File: config.mk
export PLATFORM = sky130hd
export DESIGN_NAME = voice_allocator
export DESIGN_NICKNAME = d
export VERILOG_FILES = /design/src/rtl/synth_pkg.sv /design/src/rtl/voice_slot.sv /design/src/rtl/voice_allocator.sv
export SDC_FILE = /design/constraint.sdc
export NUM_CORES = 1
export LEC_CHECK = 0
export ABC_AREA = 0
export CORE_ASPECT_RATIO = 1.25
export CORE_MARGIN = 5
export CORE_UTILIZATION = 55
export DETAILED_ROUTE_END_ITERATION = 16
export PLACE_DENSITY = 0.9
export REMOVE_ABC_BUFFERS = 1
export SLEW_MARGIN = 10
export SYNTH_ARGS = -nofsm -noshare
export SYNTH_HDL_FRONTEND = slang
export SYNTH_SLANG_ARGS = --single-unit
File: constraint.sdc
create_clock -name clk -period 17.5 [get_ports clk]
set_input_delay 3.5 -clock clk [delete_from_list [all_inputs] [get_ports clk]]
set_output_delay 3.5 -clock clk [all_outputs]
set_load 0.05 [all_outputs]
File: src/rtl/synth_pkg.sv
// Shared types and default widths for the voice allocator and its per-voice slots.
package synth_pkg;

  typedef enum logic [1:0] {
    IDLE   = 2'd0,
    SCAN   = 2'd1,
    COMMIT = 2'd2
  } alloc_state_t;

  localparam int KEY_W_DEF    = 7;
  localparam int PERIOD_W_DEF = 32;
  localparam int AGE_W_DEF    = 8;

endpackage

File: src/rtl/voice_slot.sv
// One oscillator slot: active flag, key, period and saturating age.
// The load command takes priority over clear, and clear takes priority over age_inc.
module voice_slot
  import synth_pkg::*;
#(
  parameter int KEY_W    = KEY_W_DEF,
  parameter int PERIOD_W = PERIOD_W_DEF,
  parameter int AGE_W    = AGE_W_DEF
) (
  input  logic                clk,
  input  logic                reset,
  input  logic                load_i,
  input  logic                clear_i,
  input  logic                age_inc_i,
  input  logic [KEY_W-1:0]    key_i,
  input  logic [PERIOD_W-1:0] period_i,
  input  logic [KEY_W-1:0]    cmp_key_i,
  output logic                active_o,
  output logic [KEY_W-1:0]    key_o,
  output logic [PERIOD_W-1:0] period_o,
  output logic [AGE_W-1:0]    age_o,
  output logic                match_o
);

  logic                active_q, active_d;
  logic [KEY_W-1:0]    key_q, key_d;
  logic [PERIOD_W-1:0] period_q, period_d;
  logic [AGE_W-1:0]    age_q, age_d;

  always_comb begin
    active_d = active_q;
    key_d    = key_q;
    period_d = period_q;
    age_d    = age_q;
    if (load_i) begin
      active_d = 1'b1;
      key_d    = key_i;
      period_d = period_i;
      age_d    = '0;
    end else if (clear_i) begin
      // The key is kept so the front end can still see which note last used this slot.
      active_d = 1'b0;
      period_d = '0;
      age_d    = '0;
    end else if (age_inc_i && active_q && (age_q != '1)) begin
      age_d = age_q + 1'b1;
    end
  end

  always_ff @(posedge clk or posedge reset) begin
    if (reset) begin
      active_q <= 1'b0;
      key_q    <= '0;
      period_q <= '0;
      age_q    <= '0;
    end else begin
      active_q <= active_d;
      key_q    <= key_d;
      period_q <= period_d;
      age_q    <= age_d;
    end
  end

  assign active_o = active_q;
  assign key_o    = key_q;
  assign period_o = period_q;
  assign age_o    = age_q;
  assign match_o  = active_q && (key_q == cmp_key_i);

endmodule

File: src/rtl/voice_allocator.sv
// Allocates note-on/note-off requests onto a fixed pool of oscillator slots,
// scanning one slot per cycle and stealing the oldest slot when the pool is full.
module voice_allocator
  import synth_pkg::*;
#(
  parameter int NUM_VOICES = 4,
  parameter int KEY_W      = KEY_W_DEF,
  parameter int PERIOD_W   = PERIOD_W_DEF,
  parameter int AGE_W      = AGE_W_DEF
) (
  input  logic                           clk,
  input  logic                           reset,
  // A request transfers on a rising edge with req_valid && req_ready; its fields are
  // latched on that edge, and req_ready stays low until that request has been committed.
  input  logic                           req_valid,
  output logic                           req_ready,
  input  logic                           req_on,
  input  logic [KEY_W-1:0]               req_key,
  input  logic [PERIOD_W-1:0]            req_period,
  output logic [NUM_VOICES*PERIOD_W-1:0] voice_period,
  output logic [NUM_VOICES*KEY_W-1:0]    voice_key,
  output logic [NUM_VOICES-1:0]          voice_active,
  output logic                           steal_pulse,
  output alloc_state_t                   dbg_state,
  output logic [NUM_VOICES*AGE_W-1:0]    dbg_age
);

  localparam int IDX_W = (NUM_VOICES > 1) ? $clog2(NUM_VOICES) : 1;
  typedef logic [IDX_W-1:0] idx_t;

  alloc_state_t        state_q, state_d;
  idx_t                idx_q, idx_d;
  logic [KEY_W-1:0]    key_q, key_d;
  logic [PERIOD_W-1:0] period_q, period_d;
  logic                on_q, on_d;
  logic                match_found_q, match_found_d;
  idx_t                match_idx_q, match_idx_d;
  logic                free_found_q, free_found_d;
  idx_t                free_idx_q, free_idx_d;
  logic                old_found_q, old_found_d;
  idx_t                old_idx_q, old_idx_d;
  logic [AGE_W-1:0]    old_age_q, old_age_d;
  logic                steal_q, steal_d;
  idx_t                tgt;

  logic [NUM_VOICES-1:0] slot_active, slot_match, load_v, clear_v, age_inc_v;
  logic [AGE_W-1:0]      slot_age [NUM_VOICES];

  for (genvar v = 0; v < NUM_VOICES; v++) begin : g_slot
    voice_slot #(.KEY_W(KEY_W), .PERIOD_W(PERIOD_W), .AGE_W(AGE_W)) u_slot (
      .clk       (clk),
      .reset     (reset),
      .load_i    (load_v[v]),
      .clear_i   (clear_v[v]),
      .age_inc_i (age_inc_v[v]),
      .key_i     (key_q),
      .period_i  (period_q),
      .cmp_key_i (key_q),
      .active_o  (slot_active[v]),
      .key_o     (voice_key[v*KEY_W +: KEY_W]),
      .period_o  (voice_period[v*PERIOD_W +: PERIOD_W]),
      .age_o     (slot_age[v]),
      .match_o   (slot_match[v])
    );
    assign dbg_age[v*AGE_W +: AGE_W] = slot_age[v];
  end

  always_comb begin
    state_d       = state_q;
    idx_d         = idx_q;
    key_d         = key_q;
    period_d      = period_q;
    on_d          = on_q;
    match_found_d = match_found_q;
    match_idx_d   = match_idx_q;
    free_found_d  = free_found_q;
    free_idx_d    = free_idx_q;
    old_found_d   = old_found_q;
    old_idx_d     = old_idx_q;
    old_age_d     = old_age_q;
    steal_d       = 1'b0;
    load_v        = '0;
    clear_v       = '0;
    age_inc_v     = '0;
    tgt           = '0;
    case (state_q)
      IDLE: begin
        if (req_valid) begin
          key_d         = req_key;
          period_d      = req_period;
          // A note-on with a zero period silences the key, exactly like a note-off.
          on_d          = req_on && (req_period != '0);
          idx_d         = '0;
          match_found_d = 1'b0;
          free_found_d  = 1'b0;
          old_found_d   = 1'b0;
          old_age_d     = '0;
          state_d       = SCAN;
        end
      end
      SCAN: begin
        if (slot_match[idx_q] && !match_found_q) begin
          match_found_d = 1'b1;
          match_idx_d   = idx_q;
        end
        if (!slot_active[idx_q] && !free_found_q) begin
          free_found_d = 1'b1;
          free_idx_d   = idx_q;
        end
        // Strict greater-than keeps the lowest index on equal ages.
        if (slot_active[idx_q] && (!old_found_q || (slot_age[idx_q] > old_age_q))) begin
          old_found_d = 1'b1;
          old_idx_d   = idx_q;
          old_age_d   = slot_age[idx_q];
        end
        if (idx_q == idx_t'(NUM_VOICES - 1)) state_d = COMMIT;
        else                                 idx_d   = idx_q + idx_t'(1);
      end
      COMMIT: begin
        state_d = IDLE;
        if (on_q) begin
          if (match_found_q)     tgt = match_idx_q;
          else if (free_found_q) tgt = free_idx_q;
          else                   tgt = old_idx_q;
          load_v[tgt] = 1'b1;
          age_inc_v   = ~(NUM_VOICES'(1) << tgt);
          steal_d     = !match_found_q && !free_found_q;
        end else if (match_found_q) begin
          clear_v[match_idx_q] = 1'b1;
        end
      end
      default: state_d = IDLE;
    endcase
  end

  always_ff @(posedge clk or posedge reset) begin
    if (reset) begin
      state_q       <= IDLE;
      idx_q         <= '0;
      key_q         <= '0;
      period_q      <= '0;
      on_q          <= 1'b0;
      match_found_q <= 1'b0;
      match_idx_q   <= '0;
      free_found_q  <= 1'b0;
      free_idx_q    <= '0;
      old_found_q   <= 1'b0;
      old_idx_q     <= '0;
      old_age_q     <= '0;
      steal_q       <= 1'b0;
    end else begin
      state_q       <= state_d;
      idx_q         <= idx_d;
      key_q         <= key_d;
      period_q      <= period_d;
      on_q          <= on_d;
      match_found_q <= match_found_d;
      match_idx_q   <= match_idx_d;
      free_found_q  <= free_found_d;
      free_idx_q    <= free_idx_d;
      old_found_q   <= old_found_d;
      old_idx_q     <= old_idx_d;
      old_age_q     <= old_age_d;
      steal_q       <= steal_d;
    end
  end

  assign req_ready    = (state_q == IDLE) && !reset;
  assign voice_active = slot_active;
  assign steal_pulse  = steal_q;
  assign dbg_state    = state_q;

endmodule

==> impl_metrics.py <==
metrics = {
    "grt": {
        "gr-usage-met1_pct": 34.6,
        "grt_max_degree": 114,
        "grt_use_met3_pct": 4.22,
        "grt-busiest-layer": "met2",
        "grt_use_met2_pct": 47.3,
        "grt_pass1_vias": 9345,
        "grt_util_all_layers_pct": 27.3,
        "grt_antenna_before_repair": 1,
        "grt_pass1_wl_um": 52000,
        "gr-total-overflow": 0,
    },
    "synth": {
        "synth-simple-area-share_pct": 19.2,
        "ys_seq_elements": 254,
        "synth_compound_area_share_pct": 9.16,
        "syn_avg_cell_area_um2": 9.81,
        "synth_enable_flop_cells": 0,
        "synth_area_leaders": "dfrtp_1 (56%), nand2_1 (13%), o21ai_0 (6.0%)",
        "synth_most_common_cell": "nand2_1",
        "yosysWarnings": 0,
        "synth-adder-area-share_pct": 1.44,
        "synthTopCellsByCount": "nand2_1 (391), dfrtp_1 (254), o21ai_0 (135)",
        "synthesis.area_mm2": 0.0113,
        "ys_types": 49,
        "synth_xor_area_share_pct": 4.03,
        "synth_cells": 1151,
        "synth_top_family_by_area": "simple AND/OR/NAND/NOR gates",
        "synth-seq-area-share_pct": 56.3,
        "synth_top_area_share_pct": 56.3,
        "yosysTopAreaCell": "dfrtp_1",
        "synth_mux_area_share_pct": 6.27,
        "ys.flop_type": "dfrtp_1",
        "async_flop_share_pct": 100,
    },
    "job": {
        "drv_cap": 0,
    },
    "cts": {
        "clk_transition_reported_paths_ns": 0.06,
        "ctsResizeCount": 0,
        "numCtsBuffers": 24,
        "clkLatencyLatePin_ns": 0.51,
        "tritoncts": "yes",
        "hold_buffers": 0,
        "h-tree-depth": 1,
        "cts_setup_buffers": 0,
        "clk_path_buf_depth": 3,
        "clock_sinks": 254,
        "cts-root-buf": "clkbuf_16",
    },
    "sta": {
        "setup_viol": 0,
        "min_period_over_period_pct": 48.8,
        "hold_slack_ns": 0.511,
        "fin_ws_ns": 8.95,
        "worstMarginPinSlew_ns": 1.02,
        "final_max_slew_viol_count": 0,
        "fin_tns_setup_ns": 0,
        "skew_ns": 0.00889,
        "slew_headroom_pct": 31.4,
        "finalCriticalPeriod_ns": 8.55,
        "max_freq_mhz": 117,
        "grt_setup_unrepaired": "false",
        "hold_viol_final": 0,
    },
    "layout": {
        "area_growth_pct": 28.5,
        "fin_util_pct": 72.0,
        "nets": 1407,
        "drive_gt1_share_pct": 6.95,
    },
    "critical_path": {
        "critPathMaxFanout": 2,
        "worstPathCellList": "clkdlybuf4s50_1 -> nor3_1 -> clkdlybuf4s50_1",
        "worstSetupStartpointType": "input pin",
        "cp_num_buf_inv": 2,
        "max_stage_delay_ns": 0.84,
        "crit_type": "in -> out",
        "worstSetupEndpointType": "output pin",
        "worstPathRequired_ns": 14.00,
        "cpMaxStageDelayCell": "clkdlybuf4s50_1",
        "crit_top_cell": "clkdlybuf4s50_1",
        "critical_path_arrival_ns": 5.05,
        "critical_path.top_delay_family": "buffers and inverters",
    },
    "route": {
        "firstDrtPassIters": 5,
        "final_antenna_net_count": 0,
        "drc": 0,
        "viasPerCell": 5.72,
        "num_vias": 9365,
        "wl_um": 32900,
        "drt-initial-drc-count": 837,
        "wl_per_cell_um": 20.1,
    },
    "pwr": {
        "clock_power_share_pct": 20.5,
        "combPwrFrac_pct": 41.6,
        "power_frac_seq_pct": 37.9,
        "p_total_w": 0.00252,
        "p_leak_nw": 6.45,
        "p_sw_w": 0.00111,
        "switching_share_pct": 44.1,
        "p_int_w": 0.00141,
        "ir_drop_v": 0.000130,
        "p_per_area_mw_per_mm2": 173,
    },
    "floorplanning": {
        "die_w_um": 138,
        "die_area_mm2": 0.0235,
        "rows": 58,
        "core-area_mm2": 0.0202,
        "initial_core_util_pct": 56.0,
        "io-pin-count": 239,
        "die_h_um": 170,
    },
    "status": {
        "status": "completed",
    },
    "place": {
        "dpl.hpwl_um": 22100,
        "io_buffers": 238,
        "preCtsSetupSlack_ns": 8.94,
        "place_congestion": 0.862,
    },
    "min_path": {
        "worstHoldPathType": "reg -> reg",
    },
}
layout make-up:
cell class | count | area (um^2)
sequential | 254 | 6360
fill | 1410 | 5660
multi-input combinational | 812 | 4540
timing repair buffer | 248 | 2460
clock buffer | 35 | 713
tap | 270 | 338
clock inverter | 6 | 62.6
inverter | 11 | 48.8
antenna | 2 | 5.00
sequential cells by signal, summed over array words and instances, names as in the netlist, 2 cells and up:
name                    flops
period_q                   32
free_idx_q                  2
old_idx_q                   2
dbg_state                   2
g_slot.u_slot.active_o      4
g_slot.u_slot.key_o        28
g_slot.u_slot.period_o    128
g_slot.u_slot.age_o        32
old_age_q                   8
idx_q                       2
match_idx_q                 2
key_q                       7
worst paths after layout:
path / startpoint / to / slack, ns / cells past startpoint
max: reset / req_ready / 8.95 / 3
min: old_found_q$_DFFE_PP0P_ / old_found_q$_DFFE_PP0P_ / 0.51 / 2
max reg2reg: idx_q[0]$_DFFE_PP0P_ / old_idx_q[0]$_DFFE_PP0P_ / 13.77 / 8
min reg2reg: old_found_q$_DFFE_PP0P_ / old_found_q$_DFFE_PP0P_ / 0.51 / 2
max in group asynchronous: reset / g_slot[2].u_slot.period_o[15]$_DFFE_PP0P_ / 12.47 / 3
min in group asynchronous: reset / g_slot[3].u_slot.key_o[6]$_DFFE_PP0P_ / 3.51 / 2
cells by family (layout without fill, tap and decap cells):
group                      count (synthesis)  count (layout)
other                                      0               2
AOI/OAI and AO/OA                        175             175
muxes                                     55              55
adders and majority gates                 13              13
xor gates and xnor gates                  52              52
DFF                                      254             254
buffers and inverters                     85             300
and+or+nand+nor                          517             517
cell usage in the layout (no fill, tap or decap), types with 3 or more instances in the layout:
cell,instances
o21ai_0,135
clkbuf_8,5
clkinvlp_4,3
mux2_2,20
a21o_1,7
nor3_1,3
a21oi_4,4
and3_1,6
buf_4,10
nor3_4,4
o211ai_1,4
nor4_1,12
nand2_1,390
nand3_1,14
clkdlybuf4s50_1,238
nor2_1,46
dfrtp_1,254
nor2b_1,3
ha_1,13
mux2i_1,5
mux4_2,8
or3_1,7
xnor2_1,24
nand4_1,16
a22o_1,3
a21oi_1,9
clkbuf_16,25
nand2_2,3
xor2_1,28
clkbuf_1,5
nand2b_1,8
mux2_1,20
inv_1,10
worst reg2reg max path: stages (launching register included):
cell and delay, ns:
dfrtp_1 0.91, mux4_2 0.63, ha_1 0.31, a21o_1 0.18
a21oi_1 0.14, a21oi_1 0.07, or4b_1 0.50, nand3_1 0.46
mux2_2 0.41
routing by layer:
metal / up-vias / wire length (um)
li1: 4206 / -
met1: 4610 / 12400
met2: 468 / 16800
met3: 81 / 2320
met4: 0 / 1380
met5: - / 0
through the flow:
| step | cells | area [um^2] |
|---|---|---|
| final | 1638 | 14500 |
| after global routing | 1637 | 14500 |
| after CTS | 1636 | 14500 |
| after detailed placement | 1595 | 13700 |
| after global placement | 1595 | 13700 |
| after floorplan | 1077 | 10900 |
power by group through the flow:
stage               sequential [W]  clock (W)  combinational [W]
floorplan                  0.00132          0           0.000283
global placement          0.000948          0            0.00102
detailed placement        0.000959          0            0.00105
CTS                       0.000952   0.000523            0.00105
global route              0.000980   0.000546            0.00110
finish                    0.000953   0.000517            0.00105
No activity file was read; power rests on OpenSTA's default activity.
